===== config.mk =====
export PLATFORM = sky130hd
export DESIGN_NAME = md_issue_ctrl
export DESIGN_NICKNAME = d
export VERILOG_FILES = /design/src/rtl/md_issue_ctrl.sv
export SDC_FILE = /design/constraint.sdc
export NUM_CORES = 1
export LEC_CHECK = 0
export ABC_AREA = 0
export BUFFER_PORTS_ARGS = -buffer_cell sky130_fd_sc_hd__buf_2
export CORE_AREA = 4 4 88 90
export DETAILED_ROUTE_END_ITERATION = 10
export DIE_AREA = 0 0 92 94
export GPL_ROUTABILITY_DRIVEN = 0
export PLACE_DENSITY_LB_ADDON = 0.15
export SETUP_SLACK_MARGIN = 0.3
export SYNTH_ARGS = -nofsm -noshare
export SYNTH_HDL_FRONTEND = slang
export SYNTH_SLANG_ARGS = --single-unit

===== constraint.sdc =====
create_clock -name clk -period 1.5 [get_ports clk]
set_input_delay 0.075 -clock clk [delete_from_list [all_inputs] [get_ports clk]]
set_output_delay 0.075 -clock clk [all_outputs]
set_load 0.005 [all_outputs]

===== src/rtl/md_issue_ctrl.sv =====
// md_issue_ctrl
//   Initiator side of the multiply/divide start/busy handshake, sitting in the
//   E stage next to the multiply/divide unit. It decodes mult/multu/div/divu
//   in E, issues the start pulse with the instruction and operands, and keeps
//   a cycle-exact model of unit occupancy. D-stage HI/LO-class instructions
//   are stalled while an operation is outstanding or being started. While
//   req is high the model freezes together with the unit.
//
// Ports
//   clk        in   rising-edge clock
//   reset      in   asynchronous active-low reset
//   req        in   interrupt/exception request, freezes the handshake
//   D_Ins      in   D-stage instruction
//   E_Ins      in   E-stage instruction
//   E_RS/E_RT  in   forwarded operands in E
//   md_busy    in   busy flag from the unit (only observed with MD_CHECK_EN)
//   md_start   out  start pulse (combinational)
//   md_ins     out  instruction to the unit (E_Ins)
//   md_A/md_B  out  operands to the unit (E_RS / E_RT)
//   md_pending out  registered model-busy flag
//   stall      out  D-stage stall request (combinational)
//   md_mismatch out sticky model/unit disagreement flag (MD_CHECK_EN only)
//
// Optional feature: define MD_CHECK_EN to add the md_mismatch checker.

module md_issue_ctrl #(
    parameter int MUL_LAT = 5,
    parameter int DIV_LAT = 10
) (
    input  logic        clk,
    input  logic        reset,
    input  logic        req,
    input  logic [31:0] D_Ins,
    input  logic [31:0] E_Ins,
    input  logic [31:0] E_RS,
    input  logic [31:0] E_RT,
    input  logic        md_busy,
    output logic        md_start,
    output logic [31:0] md_ins,
    output logic [31:0] md_A,
    output logic [31:0] md_B,
    output logic        md_pending,
`ifdef MD_CHECK_EN
    output logic        stall,
    output logic        md_mismatch
`else
    output logic        stall
`endif
);

    localparam logic [1:0] ST_IDLE = 2'd0;
    localparam logic [1:0] ST_MUL  = 2'd1;
    localparam logic [1:0] ST_DIV  = 2'd2;

    logic [1:0] state_q, state_d;
    logic [3:0] cnt_q, cnt_d;
    logic       pending_q, pending_d;
    logic       e_start_class;
    logic       e_is_div;
    logic       d_hilo_class;

    // mult/multu/div/divu share func[5:2] = 0110; func[1] separates div.
    assign e_start_class = (E_Ins[31:26] == 6'd0) && (E_Ins[5:2] == 4'b0110);
    assign e_is_div      = E_Ins[1];
    // HI/LO class: func 0100xx (mfhi/mthi/mflo/mtlo) or 0110xx (start class).
    assign d_hilo_class  = (D_Ins[31:26] == 6'd0) && (D_Ins[5:4] == 2'b01) && (D_Ins[2] == 1'b0);

    assign md_start   = e_start_class & ~req;
    assign md_ins     = E_Ins;
    assign md_A       = E_RS;
    assign md_B       = E_RT;
    assign md_pending = pending_q;
    // The md_start term catches a HI/LO instruction in D directly behind a
    // starting op in E, before the model has registered the new occupancy.
    assign stall      = d_hilo_class & (pending_q | md_start);

    always_comb begin
        state_d = state_q;
        cnt_d   = cnt_q;
        if (!req) begin
            if (md_start) begin
                // A restart overrides an in-flight op, as the unit does.
                if (e_is_div) begin
                    state_d = ST_DIV;
                    cnt_d   = 4'(DIV_LAT);
                end else begin
                    state_d = ST_MUL;
                    cnt_d   = 4'(MUL_LAT);
                end
            end else if (state_q != ST_IDLE) begin
                if (cnt_q == 4'd1) begin
                    state_d = ST_IDLE;
                    cnt_d   = 4'd0;
                end else begin
                    cnt_d = cnt_q - 4'd1;
                end
            end
        end
        pending_d = (state_d != ST_IDLE);
    end

    always_ff @(posedge clk or negedge reset) begin
        if (!reset) begin
            state_q   <= ST_IDLE;
            cnt_q     <= 4'd0;
            pending_q <= 1'b0;
        end else begin
            state_q   <= state_d;
            cnt_q     <= cnt_d;
            pending_q <= pending_d;
        end
    end

`ifdef MD_CHECK_EN
    logic mismatch_q, mismatch_d;

    assign mismatch_d  = mismatch_q | (~req & (pending_q ^ md_busy));
    assign md_mismatch = mismatch_q;

    always_ff @(posedge clk or negedge reset) begin
        if (!reset) begin
            mismatch_q <= 1'b0;
        end else begin
            mismatch_q <= mismatch_d;
        end
    end

`ifndef SYNTHESIS
    always @(posedge clk) begin
        if (reset && mismatch_d && !mismatch_q) begin
            $display("md_issue_ctrl: model busy %0b disagrees with unit busy %0b at %0t",
                     pending_q, md_busy, $time);
        end
    end
`endif
`endif

    // Bits that carry no meaning for this block (md_busy only feeds the
    // optional checker; the rest of D_Ins is irrelevant to the class decode).
    logic unused_ok;
    assign unused_ok = &{1'b0, md_busy, D_Ins[25:6], D_Ins[3]};

endmodule


==> results.md, run 1 <==
- The repair_antennas step left the layout with diodes totalling 0.
- In the layout the commonest cells are 33 x buf_2, 11 x buf_4, 7 x dfrtp_1.
- Internal power comes to 0.000776 W.
- The fraction of final layout cells with drive strength greater than 1 is 0.647.
- Timing would allow up to 655 MHz.
- The number of filler cells placed in the layout is approximately 800.
- The die is 94 microns tall.
- The share of total power dissipated in combinational logic is 0.502.
- The critical path class is reg2reg.
- The tree is rooted in a clkbuf_8.
- The worst-margin pin slew is 0.271 ns.
- The startpoint identified for the worst register-to-register timing path is cnt_q[0]$_DFFE_PN0P_.
- The number of endpoints with negative hold slack in the final report is 0.
- The number of standard cells in the final layout excluding fillers is 201.
- Synthesis inferred 7 register bits.
- CTS saw 7 sinks.
- Counting I/O delays and the setup requirement, the final critical path takes about 1.5 ns.
- For flop-to-flop paths, the worst setup slack is -0.03 ns.
- Sorting the synthesized cells by area gives the leading types as buf_4 61%, dfrtp_1 15%, ha_1 2.1%, inv_1 1.6%, nor2_1 1.6%.
- Setup repair after global routing could not meet its margin everywhere.
- The number of nets in the synthesized netlist is 280.
- Yosys printed 0 warnings.
- The areal power density over the cells is between 1000 and 1500 nW/um^2.
- For this run, the share of the core covered by cells in the final layout is 0.144.
- After clock tree synthesis, the clock-pin slew on the worst setup and hold paths is 0.04 ns.
- The total power after layout is 0.00118 W.
- In the final design database the tool counted 237 nets.
- Hold is met by about 0.14 ns.
- 231 I/O pins were placed.
- The proportion of register bits with asynchronous set or reset after synthesis is 1.00.
- The first routing iteration left 16 violations.
- The total number of vias is 678.
- Of the post-synthesis cell area, the dominant cell type holds 0.614.
- The flow ran to the end, but the final reports show violations.
- The critical path starts at cnt_q[0]$_DFFE_PN0P_.
- Relative to the synthesized area, the layout overhead comes to -13.1%.
- Buffers placed on the I/O ports in this run total 36.
- The number of DRC violations after detailed routing is 0.
- The number of cells produced by synthesis is 146.
- The max capacitance violation total is 0.
- The max-slew violation count is 0.
- The required time reported for the critical path endpoint is 1.66 ns.
- The total leakage power is ~0.44 nW.
- The sequential group share of total power is 0.283.
- For this run, the register share of the synthesized area comes to 0.149.
- The TritonCTS clock tree is yes.
- The kind of end point of the critical path is a flip-flop.
- The final clock skew is approximately 0.00044 ns.
- In this run the worst path has a maximum fanout of 2.
- The ratio of routed vias to standard cells is 3.37.
- The post-synthesis cell type with the largest combined area is buf_4.
- The most used flip-flop cell after synthesis is dfrtp_1.
- The worst hold-check path type is in2reg.
- The number of antenna-violating nets in the routed design is 0.
- The total setup violations reported at the end of the flow is 1.
- The clock latency of the later-clocked register in the worst-skew pair is 0.22 ns.
- The worst voltage drop across the vdd grid is 0.237 mV.
- The TritonCTS buffer count is 3.
- After detailed routing, the average wire length per cell comes to 11.5 microns.
- The startpoint of the worst hold path is E_Ins[1].
- The number of placed instances, taps included, is 191.
- The number of distinct library cells after synthesis is 25.
- The number of iterations in the first detailed-routing pass is 3.
- The number of rows created at floorplan is 31.
- The floorplan die width is 92 microns.
- At the worst endpoint, the arrival time is 1.69 ns.
- Across all setup checks in the final design, the least slack found is -0.0276 ns.
- The net switching power is a little over 0.0004 W.
- In this run the tightest slew margin relative to its limit is 0.819.
- The switching power share of the total is 0.344.
- The starting density of the core is 0.166.
- The number of H-tree levels is 1.
- The total overflow left after global routing is 0.
- Entering global routing, the biggest net connects 11 pins.
- In the global route stage, overall resource usage came out at 0.0496.
- The overall routed net length is 2.32 mm.
- The region available for standard cell placement spans 7060 sq um.
- The mean area per synthesized cell is 8.04 sq um.
- STA classifies the critical path startpoint as a flip-flop.
- The number of global-route vias before repair is 763.
- The initial antenna violation count was 0.
- Yosys mapped a number of flops with a built-in enable equal to 0.
- The HPWL after detailed placement is 1.74 mm.
- The synthesized netlist occupies a cell area of 1170 sq um.
- The sum of negative setup slack is -0.0276 ns.
- The share of power burned in the clock network is 0.216.
- The most common cell after layout, fill and taps aside is buf_2.
- The period utilization is 1.02.
- The final reports fail on negative setup slack.
- The first global-routing pass estimated roughly 3.3 mm of wire.
- The floorplan die area is 8650 sq um.
- The deepest clock path buffer count is 2.
==> sequential cells by signal, summed over array words and instances (netlist names) <==
register	cells
state_q	2
cnt_q	4
md_pending	1
==> layer usage <==
layer  track usage  part of all wire
met3        0.0160              0.12
met1        0.0367              0.30
met4        0.0730             0.083
met2        0.0845              0.50
met5             0                 0
==> power groups by stage <==
stage	combinational, W	clock [W]	sequential (W)
final	0.000594	0.000255	0.000334
after global routing	0.000658	0.000281	0.000345
after CTS	0.000521	0.000267	0.000337
after detailed placement	0.000449	0	0.000333
after global placement	0.000450	0	0.000331
after floorplan	0.000461	0	0.000324
==> cells by family (layout without fill, tap and decap cells) <==
logic type,Yosys count,count (layout),share of synthesized area
adders and majority gates,2,2,0.0213
AOI/OAI and AO/OA,14,14,0.0746
muxes,2,2,0.0181
DFF,7,7,0.149
buffers and inverters,102,58,0.633
and+or+nand+nor,19,19,0.103
==> timing repair <==
| item | 4_1_cts | 5_1_grt |
|---|---|---|
| hold buffers | 1 | 0 |
| endpoints found under the setup margin | 9 | 9 |
| hold endpoints to repair | 7 | 0 |
| pin swaps | 6 | 7 |
| buffers inserted | 4 | 1 |
| gates resized for setup | 15 | 9 |
==> path summary, 6_finish.rpt <==
check,end,cells past startpoint
max in group asynchronous,state_q[1]$_DFF_PN0_,2
worst min-delay path,state_q[1]$_DFF_PN0_,2
worst max-delay path,cnt_q[3]$_DFFE_PN0P_,4
worst min register to register,state_q[1]$_DFF_PN0_,2
worst max register to register,cnt_q[3]$_DFFE_PN0P_,4
min in group asynchronous,cnt_q[1]$_DFFE_PN0P_,2
==> critical path: stages (launching register included) <==
cell and delay, ns:
dfrtp_1 0.37, or4_4 0.52, or4_1 0.41, nand2_1 0.07, o21a_1 0.10
==> cell usage after synthesis (2+ instances only) <==
library cell	count
a21oi_1	3
buf_4	96
dfrtp_1	7
ha_1	2
inv_1	5
nor2_1	5
nor4_1	3
o211ai_1	2
o21a_1	2
o21ai_0	3
o22ai_1	3
or4_1	2
==> through the flow <==
step | area, sq um | setup WS, ns
2_1_floorplan | 1180 | 0.0194
3_3_place_gp | 811 | -0.0306
3_5_place_dp | 811 | -0.0435
4_1_cts | 965 | -0.0382
5_1_grt | 1020 | -0.0537
6_report | 1020 | -0.0276
==> area by class of cell <==
cell class	instances	area (sq um)	area share
Sequential cell	7	175	0.172
Tap cell	99	124	0.121
Multi-Input combinational cell	37	348	0.341
Timing Repair Buffer	49	307	0.301
Clock buffer	4	45.0	0.0442
Inverter	5	21.3	0.0209
Note: power is estimated with default switching activity, not from simulation.
==> inputs of run 2 (changes only) <==
--- a/config.mk
+++ b/config.mk
@@ -8,6 +8,7 @@
 export ABC_AREA = 0
 export BUFFER_PORTS_ARGS = -buffer_cell sky130_fd_sc_hd__buf_2
 export CORE_AREA = 4 4 88 90
+export CTS_BUF_LIST = sky130_fd_sc_hd__clkbuf_2
 export DETAILED_ROUTE_END_ITERATION = 10
 export DIE_AREA = 0 0 92 94
 export GPL_ROUTABILITY_DRIVEN = 0
==> results.md, run 2 (synthesized netlist as in run 1, its figures left out) <==
- The fraction of final layout cells with drive strength greater than 1 is 0.663 (was 0.647).
- The number of global-route vias before repair was 744 (was 763).
- The final clock skew came to 0.00302 ns (was 0.000445 ns).
- Outcome: finished with violations (unchanged).
- The floorplan die width is 92 microns (unchanged).
- RSZ-0062 raised after global routing: true (unchanged).
- The number of antenna-violating nets in the routed design was 0 (unchanged).
- The worst voltage drop across the vdd grid is 0.210 mV (was 0.237 mV).
- The area of the placeable core came to 7060 sq um (unchanged).
- The number of iterations in the first detailed-routing pass was 2 (was 3).
- The period utilization was 1.02 (about the same).
- The areal power density over the cells is 1060 nW/um^2 (was 1160 nW/um^2).
- The max-slew violation count is 0 (unchanged).
- The starting density of the core was 0.166 (unchanged).
- Violations in the final reports: negative setup slack (unchanged).
- The TritonCTS buffer count came to 3 (unchanged).
- The worst-margin pin slew came to 0.262 ns (was 0.271 ns).
- The initial antenna violation count was 0 (unchanged).
- The number of filler cells placed in the layout came to 815 (was 810).
- The sequential cell area is 175 sq um (unchanged).
- The smallest hold slack was 0.108 ns (was 0.140 ns).
- The critical path class was reg2reg (unchanged).
- The number of DRC markers in iteration 0 is 16 (unchanged).
- The number of inserted diodes is 0 (unchanged).
- The number of rows created at floorplan was 31 (unchanged).
- The root cell of the clock tree was clkbuf_2 (was clkbuf_8).
- The TritonCTS clock tree is yes (unchanged).
- The kind of end point of the critical path is a flip-flop (unchanged).
- Top library cells by usage in the layout, fill and taps aside: 33 x buf_2, 13 x buf_4, 7 x dfrtp_1, 4 x clkbuf_2 (was 33 x buf_2, 11 x buf_4, 7 x dfrtp_1).
- The final worst slack is -0.0301 ns (was -0.0276 ns).
- The relative max-transition margin is 0.825 (was 0.819).
- The deepest clock path buffer count came to 2 (unchanged).
- Worst path cell trace: or4_4, or4_1, nand2_1, o21a_1 (unchanged).
- The average wire per cell in the routed design came to 11.6 microns (was 11.5 microns).
- The number of H-tree levels is 1 (unchanged).
- The wire length of the first global-routing pass is 3.30 mm (was 3.31 mm).
- The required time reported for the critical path endpoint was 1.69 ns (was 1.66 ns).
- The clock latency of the later-clocked register in the worst-skew pair is 0.25 ns (was 0.22 ns).
- The global router's overall resource usage is 0.0503 (was 0.0496).
- The number of endpoints with negative hold slack in the final report came to 0 (unchanged).
- The HPWL after detailed placement is 1.74 mm (unchanged).
- The number of standard cells in the final layout excluding fillers is 203 (was 201).
- The number of buffers added on ports came to 36 (unchanged).
- The die height was 94 microns (unchanged).
- The worst hold-check path type is in2reg (unchanged).
- The floorplan die area is 8650 sq um (unchanged).
- The cell with the largest stage delay on the worst path is or4_4 (unchanged).
- The growth of design area from synthesis to finish came to -14.0% (was -13.1%).
- The largest delay contributor family on the critical path is simple AND/OR/NAND/NOR gates (unchanged).
- The final global-route overflow total is 0 (unchanged).
- The total setup violations reported at the end of the flow is 1 (unchanged).
- The ratio of routed vias to standard cells is 3.40 (was 3.37).
- The maximum frequency from static timing analysis is 654 MHz (was 655 MHz).
- The arrival time at the worst endpoint is 1.72 ns (was 1.69 ns).
- The overall routed net length is 2.36 mm (was 2.32 mm).
- The most common cell after layout, fill and taps aside is buf_2 (unchanged).
- The count of clock tree sinks is 7 (unchanged).
- The net count of the finished layout was 239 (was 237).
- The clock-pin slew on the worst setup and hold paths came to 0.08 ns (was 0.04 ns).
- The number of DRC violations after detailed routing is 0 (unchanged).
- The area taken by multi-input logic gates is 348 sq um (unchanged).
- The number of placed I/O pins is 231 (unchanged).
- The maximum number of pins on one net before global-route repair came to 11 (unchanged).
- The number of flip-flops under the largest register name is 4 (unchanged).
- The worst path buffer plus inverter count was 0 (unchanged).
- The biggest cell delay along the critical path is 0.52 ns (about the same).
- The max capacitance violation total is 0 (unchanged).
- The total leakage power is 0.443 nW (was 0.441 nW).
- The register with the most flip-flops is cnt_q (unchanged).
- The shortest period the worst path allows is 1.53 ns (about the same).
- The biggest fanout along the worst timing path was 2 (unchanged).
- The count of placed standard cells including taps is 191 (unchanged).
- The total number of vias came to 691 (was 678).
- The nature of the critical path startpoint is a flip-flop (unchanged).
[run 2: cell count changes in the layout (fill, tap and decap cells not counted)]
cell | before | now
buf_4 | 11 | 13
clkbuf_1 | 1 | 0
clkbuf_2 | 0 | 4
clkbuf_8 | 3 | 0
o21ai_0 | 2 | 1
o21ai_1 | 1 | 2
[run 2: through the flow]
| stage | instance area [sq um] | total power (W) | util | setup WS, ns | setup TNS, ns |
|---|---|---|---|---|---|
| 6_report | 1010 | 0.00107 | 0.143 | -0.0301 | -0.0301 |
| 5_1_grt | 1010 | 0.00116 | 0.143 | -0.0654 | -0.133 |
| 4_1_cts | 940 | 0.00103 | 0.133 | -0.0493 | -0.0830 |
| 3_5_place_dp | 811 | 0.000781 | 0.115 | -0.0435 | -0.0536 |
| 3_3_place_gp | 811 | 0.000781 | 0.115 | -0.0306 | -0.0374 |
| 2_1_floorplan | 1180 | 0.000785 | - | 0.0194 | 0 |
[run 2: area by class of cell]
class,instances,share of cell area
well taps,99,0.123
inverters,5,0.0211
clock buffers,4,0.0198
flip-flops and latches,7,0.173
repair buffers,51,0.318
multi-input cells,37,0.344
[run 2: path summary, 6_finish.rpt]
check | start | endpoint | slack [ns] | cells past startpoint
max | cnt_q[0]$_DFFE_PN0P_ | cnt_q[3]$_DFFE_PN0P_ | -0.03 | 4
min | E_Ins[1] | state_q[1]$_DFF_PN0_ | 0.11 | 2
max reg2reg | cnt_q[0]$_DFFE_PN0P_ | cnt_q[3]$_DFFE_PN0P_ | -0.03 | 4
min reg2reg | state_q[1]$_DFF_PN0_ | state_q[1]$_DFF_PN0_ | 0.57 | 2
max in group asynchronous | reset | cnt_q[2]$_DFFE_PN0P_ | 1.14 | 2
min in group asynchronous | reset | md_pending$_DFF_PN0_ | 0.19 | 2
[run 2: power by group]
| group | total (W) | internal [W] | switching (W) |
|---|---|---|---|
| registers | 0.000334 | 0.000270 | 0.0000632 |
| logic | 0.000591 | 0.000321 | 0.000270 |
| clock network | 0.000147 | 0.0000709 | 0.0000765 |
| total | 0.00107 | 0.000662 | 0.000410 |
[run 2: worst register-to-register path: cells and delay by family (launching register included)]
kind            cells  cell delay, ns
flops               1            0.38
compound gates      1            0.10
simple gates        3            1.00
[run 2: repair_timing]
| action | CTS | global route |
|---|---|---|
| hold buffers | 1 | 0 |
| buffers inserted | 4 | 3 |
| setup endpoints to repair | 9 | 9 |
| pin swaps | 2 | 5 |
| hold endpoints to repair | 7 | 0 |
| resized for setup | 15 | 10 |
[run 2: metal layers]
layer	up-vias	global-route usage	wire [microns]
met5	-	0	0
met4	0	0.0804	221
met3	33	0.0160	298
met2	49	0.0821	1140
met1	315	0.0377	699
li1	294	-	-
